--- config.mk ---
export PLATFORM = sky130hd
export DESIGN_NAME = conv_layer_sched
export DESIGN_NICKNAME = d
export VERILOG_FILES = /design/src/rtl/conv_layer_sched.sv
export SDC_FILE = /design/constraint.sdc
export NUM_CORES = 1
export LEC_CHECK = 0
export CAP_MARGIN = 20
export CORE_MARGIN = 2
export CORE_UTILIZATION = 60
export DETAILED_ROUTE_END_ITERATION = 10
export HOLD_SLACK_MARGIN = 0.15
export PLACE_DENSITY_LB_ADDON = 0.3
export SYNTH_ARGS = -nofsm -noshare
export SYNTH_HDL_FRONTEND = slang
export SYNTH_SLANG_ARGS = --single-unit
export TNS_END_PERCENT = 20
--- constraint.sdc ---
create_clock -name clock -period 20.6 [get_ports clock]
set_input_delay 2.06 -clock clock [delete_from_list [all_inputs] [get_ports clock]]
set_output_delay 2.06 -clock clock [all_outputs]
set_load 0.01 [all_outputs]
--- src/rtl/conv_layer_sched.sv ---
// Layer-pass sequencer for the conv engine: loads weights and bias, streams the input
// feature map, and writes conv results to the output buffer under backpressure.
module conv_layer_sched #(
    parameter int unsigned DATA_WIDTH   = 8,
    parameter int unsigned ADDR_WIDTH   = 16,
    parameter int unsigned RESULT_WIDTH = 32
) (
    input  logic                    clock,
    input  logic                    reset,
    input  logic                    start,
    input  logic [7:0]              cfg_input_dim,
    input  logic [1:0]              cfg_window_dim,
    input  logic                    cfg_stride,
    input  logic [ADDR_WIDTH-1:0]   cfg_weight_base,
    input  logic [ADDR_WIDTH-1:0]   cfg_bias_base,
    input  logic [ADDR_WIDTH-1:0]   cfg_pixel_base,
    input  logic [ADDR_WIDTH-1:0]   cfg_out_base,
    output logic                    busy,
    output logic                    done,
    output logic                    err,
    output logic                    rd_en,
    output logic [ADDR_WIDTH-1:0]   rd_addr,
    input  logic [DATA_WIDTH-1:0]   rd_data,
    output logic                    conv_weights_valid,
    output logic                    conv_bias_valid,
    output logic                    conv_new_data_valid,
    output logic [DATA_WIDTH:0]     conv_data,
    output logic                    conv_stride,
    output logic [7:0]              conv_input_dim,
    output logic [1:0]              conv_window_dim,
    input  logic [RESULT_WIDTH-1:0] conv_result,
    input  logic                    conv_result_valid,
    output logic                    conv_out_accepting,
    output logic                    wr_en,
    output logic [ADDR_WIDTH-1:0]   wr_addr,
    output logic [RESULT_WIDTH-1:0] wr_data,
    input  logic                    wr_ready
);

    typedef enum logic [2:0] {
        StIdle,
        StLoadW,
        StLoadB,
        StStream,
        StDrain,
        StFin,
        StErr
    } state_e;

    typedef enum logic [1:0] {
        KindNone,
        KindWeight,
        KindBias,
        KindPixel
    } kind_e;

    state_e state_q, state_d;
    kind_e  rd_kind, kind_q;

    logic [15:0] rd_idx_q, rd_idx_d;
    logic [15:0] res_cnt_q;

    // Latched configuration and derived per-pass totals
    logic [7:0]            input_dim_q;
    logic [1:0]            window_dim_q;
    logic                  stride_q;
    logic [ADDR_WIDTH-1:0] weight_base_q;
    logic [ADDR_WIDTH-1:0] bias_base_q;
    logic [ADDR_WIDTH-1:0] pixel_base_q;
    logic [ADDR_WIDTH-1:0] out_base_q;
    logic [3:0]            weight_total_q;
    logic [15:0]           pixel_total_q;
    logic [15:0]           result_total_q;

    logic                    wr_en_q;
    logic [ADDR_WIDTH-1:0]   wr_addr_q;
    logic [RESULT_WIDTH-1:0] wr_data_q;

    logic        start_accept;
    logic        cfg_ok;
    logic [7:0]  span;
    logic [7:0]  out_dim;
    logic        weight_last;
    logic        pixel_last;
    logic        result_phase;
    logic        capture;

    assign start_accept = (state_q == StIdle) && start;

    assign cfg_ok  = (cfg_window_dim != 2'd0) && ({6'd0, cfg_window_dim} <= cfg_input_dim);
    assign span    = cfg_input_dim - {6'd0, cfg_window_dim};
    assign out_dim = cfg_stride ? ({1'b0, span[7:1]} + 8'd1) : (span + 8'd1);

    assign weight_last = (rd_idx_q + 16'd1) == {12'd0, weight_total_q};
    assign pixel_last  = (rd_idx_q + 16'd1) == pixel_total_q;

    assign result_phase       = (state_q == StStream) || (state_q == StDrain);
    assign conv_out_accepting = result_phase && wr_ready;
    // Results beyond the expected count are silently dropped
    assign capture = conv_result_valid && conv_out_accepting && (res_cnt_q < result_total_q);

    always_comb begin
        state_d = state_q;
        rd_idx_d = rd_idx_q;
        rd_en = 1'b0;
        rd_addr = '0;
        rd_kind = KindNone;
        busy = 1'b0;
        done = 1'b0;
        err = 1'b0;
        unique case (state_q)
            StIdle: begin
                rd_idx_d = '0;
                if (start) begin
                    state_d = cfg_ok ? StLoadW : StErr;
                end
            end
            StLoadW: begin
                busy = 1'b1;
                rd_en = 1'b1;
                rd_addr = weight_base_q + ADDR_WIDTH'(rd_idx_q);
                rd_kind = KindWeight;
                if (weight_last) begin
                    rd_idx_d = '0;
                    state_d = StLoadB;
                end else begin
                    rd_idx_d = rd_idx_q + 16'd1;
                end
            end
            StLoadB: begin
                busy = 1'b1;
                rd_en = 1'b1;
                rd_addr = bias_base_q;
                rd_kind = KindBias;
                state_d = StStream;
            end
            StStream: begin
                busy = 1'b1;
                // Pixel fetch stalls with the output buffer so results cannot pile up
                if (wr_ready) begin
                    rd_en = 1'b1;
                    rd_addr = pixel_base_q + ADDR_WIDTH'(rd_idx_q);
                    rd_kind = KindPixel;
                    if (pixel_last) begin
                        rd_idx_d = '0;
                        state_d = StDrain;
                    end else begin
                        rd_idx_d = rd_idx_q + 16'd1;
                    end
                end
            end
            StDrain: begin
                busy = 1'b1;
                if ((res_cnt_q == result_total_q) && !wr_en_q) begin
                    state_d = StFin;
                end
            end
            StFin: begin
                done = 1'b1;
                state_d = StIdle;
            end
            StErr: begin
                done = 1'b1;
                err = 1'b1;
                state_d = StIdle;
            end
            default: begin
                state_d = StIdle;
            end
        endcase
    end

    always_ff @(posedge clock) begin
        if (reset) begin
            state_q <= StIdle;
            rd_idx_q <= '0;
            kind_q <= KindNone;
        end else begin
            state_q <= state_d;
            rd_idx_q <= rd_idx_d;
            // Steering is decided at issue time, so it survives the state advancing
            kind_q <= rd_kind;
        end
    end

    always_ff @(posedge clock) begin
        if (reset) begin
            input_dim_q <= '0;
            window_dim_q <= '0;
            stride_q <= 1'b0;
            weight_base_q <= '0;
            bias_base_q <= '0;
            pixel_base_q <= '0;
            out_base_q <= '0;
            weight_total_q <= '0;
            pixel_total_q <= '0;
            result_total_q <= '0;
        end else if (start_accept) begin
            input_dim_q <= cfg_input_dim;
            window_dim_q <= cfg_window_dim;
            stride_q <= cfg_stride;
            weight_base_q <= cfg_weight_base;
            bias_base_q <= cfg_bias_base;
            pixel_base_q <= cfg_pixel_base;
            out_base_q <= cfg_out_base;
            weight_total_q <= 4'(cfg_window_dim) * 4'(cfg_window_dim);
            pixel_total_q <= 16'(cfg_input_dim) * 16'(cfg_input_dim);
            result_total_q <= 16'(out_dim) * 16'(out_dim);
        end
    end

    always_ff @(posedge clock) begin
        if (reset) begin
            res_cnt_q <= '0;
            wr_en_q <= 1'b0;
            wr_addr_q <= '0;
            wr_data_q <= '0;
        end else begin
            wr_en_q <= capture;
            if (start_accept) begin
                res_cnt_q <= '0;
            end else if (capture) begin
                wr_addr_q <= out_base_q + ADDR_WIDTH'(res_cnt_q);
                wr_data_q <= conv_result;
                res_cnt_q <= res_cnt_q + 16'd1;
            end
        end
    end

    assign conv_weights_valid  = (kind_q == KindWeight);
    assign conv_bias_valid     = (kind_q == KindBias);
    assign conv_new_data_valid = (kind_q == KindPixel);
    assign conv_data           = (kind_q != KindNone) ? {1'b0, rd_data} : '0;
    assign conv_stride         = stride_q;
    assign conv_input_dim      = input_dim_q;
    assign conv_window_dim     = window_dim_q;

    assign wr_en   = wr_en_q;
    assign wr_addr = wr_addr_q;
    assign wr_data = wr_data_q;

endmodule

==> impl_metrics.prom <==
# TYPE chip_impl_metric gauge
chip_impl_metric{name="xor_xnor_cell_area_share_of_the_yosys_netlist",unit=""} 0.0674
chip_impl_info{name="holdCritStartpoint",value="wr_data[20]"} 1
chip_impl_metric{name="post_synth_instance_area",unit="mm2"} 0.0143
chip_impl_metric{name="yosys.cell_types.count",unit=""} 86
chip_impl_info{name="worst_hold_class",value="reg2reg"} 1
chip_impl_metric{name="stdcell_count",unit=""} 2298
chip_impl_metric{name="cts_setup_buffers",unit=""} 0
chip_impl_metric{name="design.core.area",unit="mm2"} 0.0234
chip_impl_metric{name="cp.required",unit="ps"} 20960
chip_impl_metric{name="postSynthNetCount",unit=""} 2125
chip_impl_metric{name="timing.final.setup_violations",unit=""} 0
chip_impl_info{name="highest-signal-layer",value="met5"} 1
chip_impl_metric{name="muxShareOfSynthArea",unit=""} 0.00990
chip_impl_metric{name="fin_tns_setup",unit="ps"} 0
chip_impl_metric{name="detailedRoute.firstIterationViolations",unit=""} 988
chip_impl_metric{name="yosysSeqAreaShare",unit=""} 0.269
chip_impl_metric{name="fin_hold_ws",unit="ps"} 456
chip_impl_metric{name="yosys.area_share.simple",unit=""} 0.224
chip_impl_metric{name="antenna_found_initial",unit=""} 1
chip_impl_metric{name="cts_hold_buf",unit=""} 0
chip_impl_info{name="clockRootBuffer",value="sky130_fd_sc_hd__clkbuf_16"} 1
chip_impl_metric{name="post-place-ws",unit="ps"} 10970
chip_impl_metric{name="cts_made_buffers",unit=""} 17
chip_impl_metric{name="num_antenna_cells",unit=""} 0
chip_impl_metric{name="synth_enable_flop_cells",unit=""} 0
chip_impl_metric{name="globalplace.congestion",unit=""} 0.898
chip_impl_metric{name="ir_drop",unit="uV"} 75.2
chip_impl_info{name="critPathLaunchType",value="input pin"} 1
chip_impl_metric{name="routed_wire_length_on_met2",unit="mm"} 18.3
chip_impl_info{name="worst_r2r_startpoint",value="rd_idx_q[1]"} 1
chip_impl_metric{name="detailedRoute.firstPassIterationCount",unit=""} 6
chip_impl_metric{name="leakagePower",unit="nW"} 7.19
chip_impl_metric{name="minimum_clock_period",unit="ps"} 9210
chip_impl_info{name="grt_setup_unrepaired",value="false"} 1
chip_impl_metric{name="postSynthRegisterBits",unit=""} 192
chip_impl_metric{name="final_design_area_no_fill",unit="mm2"} 0.0171
chip_impl_metric{name="clk_path_buf_depth",unit=""} 2
chip_impl_metric{name="cts_htree_levels",unit=""} 4
chip_impl_metric{name="detail_route.drc_violations",unit=""} 0
chip_impl_metric{name="worstPathArrival",unit="ps"} 9560
chip_impl_info{name="worst_setup_startpoint",value="cfg_input_dim[0]"} 1
chip_impl_metric{name="nets",unit=""} 2266
chip_impl_metric{name="synth_top_area_frac",unit=""} 0.269
chip_impl_info{name="run_status",value="complete, no violations"} 1
chip_impl_metric{name="synth-compound-area-share",unit=""} 0.176
chip_impl_metric{name="placedCellCount",unit=""} 2265
chip_impl_metric{name="synth_warnings",unit=""} 0
chip_impl_metric{name="fp.dieH",unit="um"} 158
chip_impl_metric{name="cts.sink_count",unit=""} 192
chip_impl_metric{name="post_synth_fa_ha_maj_area_fraction",unit=""} 0.186
chip_impl_info{name="dominant_combinational_cell_family_by_area_after_synthesis",value="simple AND/OR/NAND/NOR gates"} 1
chip_impl_metric{name="clkTransAtPathRegs",unit="ps"} 80
chip_impl_metric{name="dieArea",unit="mm2"} 0.0251
chip_impl_metric{name="placed_cell_area",unit="mm2"} 0.0165
chip_impl_metric{name="synthCells",unit=""} 1825
chip_impl_info{name="synth_top_flop_cell",value="sky130_fd_sc_hd__dfxtp_1"} 1
chip_impl_metric{name="grt_use_total",unit=""} 0.305
chip_impl_info{name="worst-setup-path-type",value="in2reg"} 1
chip_impl_info{name="capturing_element_type_of_the_critical_path",value="flip-flop"} 1
chip_impl_metric{name="flow.area_growth_from_synthesis",unit="%"} 19.5
chip_impl_metric{name="drt-wirelength-per-cell",unit="um"} 16.5
chip_impl_metric{name="pin_count_of_the_biggest_net_entering_global_routing",unit=""} 86
chip_impl_metric{name="floorplan.initialDensity",unit=""} 0.610
chip_impl_info{name="cts_tree",value="yes"} 1
chip_impl_metric{name="timing.critical_path.fanout_max",unit=""} 11
chip_impl_metric{name="timing.max_slew.rel_slack",unit=""} 0.311
chip_impl_info{name="yosys.cell_count.top_type",value="sky130_fd_sc_hd__nand2_1"} 1
chip_impl_metric{name="drv.max_cap_violation_count",unit=""} 0
chip_impl_metric{name="power_per_cell_area",unit="mW/mm2"} 105
chip_impl_metric{name="final_antenna_net_count",unit=""} 0
chip_impl_metric{name="synth.avg_cell_area",unit="um2"} 7.83
chip_impl_metric{name="via_count_of_the_first_global_routing_pass",unit=""} 12791
chip_impl_metric{name="fmaxAchievable",unit="MHz"} 109
chip_impl_info{name="netlist.top_cell.by_area",value="sky130_fd_sc_hd__dfxtp_1"} 1
chip_impl_metric{name="floorplan.rows",unit=""} 56
chip_impl_metric{name="port_buffers",unit=""} 211
chip_impl_metric{name="hpwl",unit="mm"} 28.3
chip_impl_info{name="yosys-top-cells-count",value="sky130_fd_sc_hd__nand2_1 (361), sky130_fd_sc_hd__a21oi_1 (202), sky130_fd_sc_hd__dfxtp_1 (192)"} 1
chip_impl_metric{name="final_max_slew_viol_count",unit=""} 0
chip_impl_metric{name="worst_skew_pair_later_pin_latency",unit="ps"} 450
chip_impl_metric{name="layout_setup_ws",unit="ps"} 11390
chip_impl_metric{name="synthArstFlopShare",unit=""} 0
chip_impl_metric{name="floorplan.io_pins",unit=""} 213
chip_impl_metric{name="post_detailed_route_via_to_cell_ratio",unit=""} 5.75
chip_impl_metric{name="vias",unit=""} 13215
chip_impl_metric{name="worst_pin_slew",unit="ps"} 1030
chip_impl_metric{name="finalCritPeriodShare",unit=""} 0.447
chip_impl_metric{name="wl_met3",unit="mm"} 2.64
chip_impl_metric{name="final_skew",unit="ps"} 19.7
chip_impl_metric{name="grt.overflow.total",unit=""} 0
chip_impl_metric{name="totalPowerFinal",unit="mW"} 1.79
chip_impl_metric{name="ctsResizeCount",unit=""} 0
chip_impl_metric{name="wl",unit="mm"} 37.9
chip_impl_metric{name="share_of_final_layout_standard_cells_stronger_than_drive_strength_1",unit=""} 0.0364
chip_impl_info{name="biggest_area_contributors_in_the_synthesized_netlist",value="sky130_fd_sc_hd__dfxtp_1 (27%), sky130_fd_sc_hd__ha_1 (11%), sky130_fd_sc_hd__nand2_1 (9.5%)"} 1
chip_impl_metric{name="timing.final.hold_violations",unit=""} 0
chip_impl_metric{name="layout.core_utilization",unit=""} 0.729
chip_impl_metric{name="grt_first_pass_wirelength",unit="mm"} 61.4
chip_impl_metric{name="die_w",unit="um"} 158
chip_impl_metric{name="wl_met1",unit="mm"} 16.3
==> logic make-up after synthesis <==
group,count (synthesis)
simple gates,686
compound gates,407
other cells,1
mux,14
flops,192
buf+inv,241
xor+xnor,104
fa+ha+maj,180
==> area by class of cell <==
type                    count  area [um2]
flip-flops and latches    192        3840
inverters                 143         537
clock inverters            15         180
well taps                 319         399
repair buffers            220        2190
multi-input cells        1392        9500
clock buffers              17         425
fillers                  1894        6330
==> layer usage <==
layer,global-route usage,vias up
met2,0.538,434
met1,0.386,6214
li1,-,6502
met5,0,-
met4,0.0867,2
met3,0.0479,63
==> final timing paths <==
| kind | endpoint | slack [ps] | cells after the start |
|---|---|---|---|
| setup / recovery | result_total_q[15] | 11390 | 27 |
| setup reg to reg | state_q[1] | 16970 | 9 |
| hold / removal | wr_data[20] | 460 | 2 |
| hold reg to reg | wr_data[20] | 460 | 2 |
==> worst max-delay path, stage by stage <==
cell	delay, ps
sky130_fd_sc_hd__clkdlybuf4s50_1	600
sky130_fd_sc_hd__inv_1	150
sky130_fd_sc_hd__ha_1	240
sky130_fd_sc_hd__fa_1	470
sky130_fd_sc_hd__mux2i_1	690
sky130_fd_sc_hd__ha_1	400
sky130_fd_sc_hd__inv_1	150
sky130_fd_sc_hd__nor2_1	160
sky130_fd_sc_hd__xor2_1	500
sky130_fd_sc_hd__nor2_1	190
sky130_fd_sc_hd__fa_1	440
sky130_fd_sc_hd__inv_1	80
sky130_fd_sc_hd__fa_1	400
sky130_fd_sc_hd__inv_1	70
sky130_fd_sc_hd__ha_1	120
sky130_fd_sc_hd__inv_1	50
sky130_fd_sc_hd__fa_1	540
sky130_fd_sc_hd__inv_1	50
sky130_fd_sc_hd__ha_1	340
sky130_fd_sc_hd__a21o_1	200
sky130_fd_sc_hd__a21o_1	200
sky130_fd_sc_hd__a2111oi_0	540
sky130_fd_sc_hd__o31ai_1	200
sky130_fd_sc_hd__nor4_1	200
sky130_fd_sc_hd__nor3_1	120
sky130_fd_sc_hd__o21bai_1	170
sky130_fd_sc_hd__a311oi_1	250
==> layout by cell type (no fill, tap or decap), types with 10 or more instances in the layout <==
| cell type | n |
|---|---|
| sky130_fd_sc_hd__a211oi_1 | 13 |
| sky130_fd_sc_hd__a21o_1 | 29 |
| sky130_fd_sc_hd__a21oi_1 | 201 |
| sky130_fd_sc_hd__a31oi_1 | 12 |
| sky130_fd_sc_hd__and2_1 | 19 |
| sky130_fd_sc_hd__and3_1 | 15 |
| sky130_fd_sc_hd__clkbuf_16 | 17 |
| sky130_fd_sc_hd__clkdlybuf4s50_1 | 210 |
| sky130_fd_sc_hd__dfxtp_1 | 192 |
| sky130_fd_sc_hd__fa_1 | 54 |
| sky130_fd_sc_hd__ha_1 | 126 |
| sky130_fd_sc_hd__inv_1 | 143 |
| sky130_fd_sc_hd__mux2i_1 | 13 |
| sky130_fd_sc_hd__nand2_1 | 361 |
| sky130_fd_sc_hd__nand2b_1 | 21 |
| sky130_fd_sc_hd__nand3_1 | 34 |
| sky130_fd_sc_hd__nand4_1 | 17 |
| sky130_fd_sc_hd__nor2_1 | 87 |
| sky130_fd_sc_hd__nor2b_1 | 21 |
| sky130_fd_sc_hd__nor3_1 | 34 |
| sky130_fd_sc_hd__nor4_1 | 10 |
| sky130_fd_sc_hd__o21ai_0 | 49 |
| sky130_fd_sc_hd__o31ai_1 | 10 |
| sky130_fd_sc_hd__or3_1 | 23 |
| sky130_fd_sc_hd__xnor2_1 | 71 |
| sky130_fd_sc_hd__xor2_1 | 29 |
==> sequential cells by signal, indices dropped and copies added (netlist names), 15 cells and up <==
signal / cells
bias_base_q: 16
rd_idx_q: 16
weight_base_q: 16
result_total_q: 15
wr_addr: 16
res_cnt_q: 16
out_base_q: 16
wr_data: 32
pixel_base_q: 16
==> power breakdown <==
part           leakage (nW)  total (mW)  internal (mW)  switching, mW
Combinational          5.34       0.973          0.409          0.564
Sequential             1.56       0.472          0.427         0.0450
Clock                 0.292       0.342          0.166          0.176
Total                  7.19        1.79           1.00          0.785
Power figures use the tool's default switching activity.
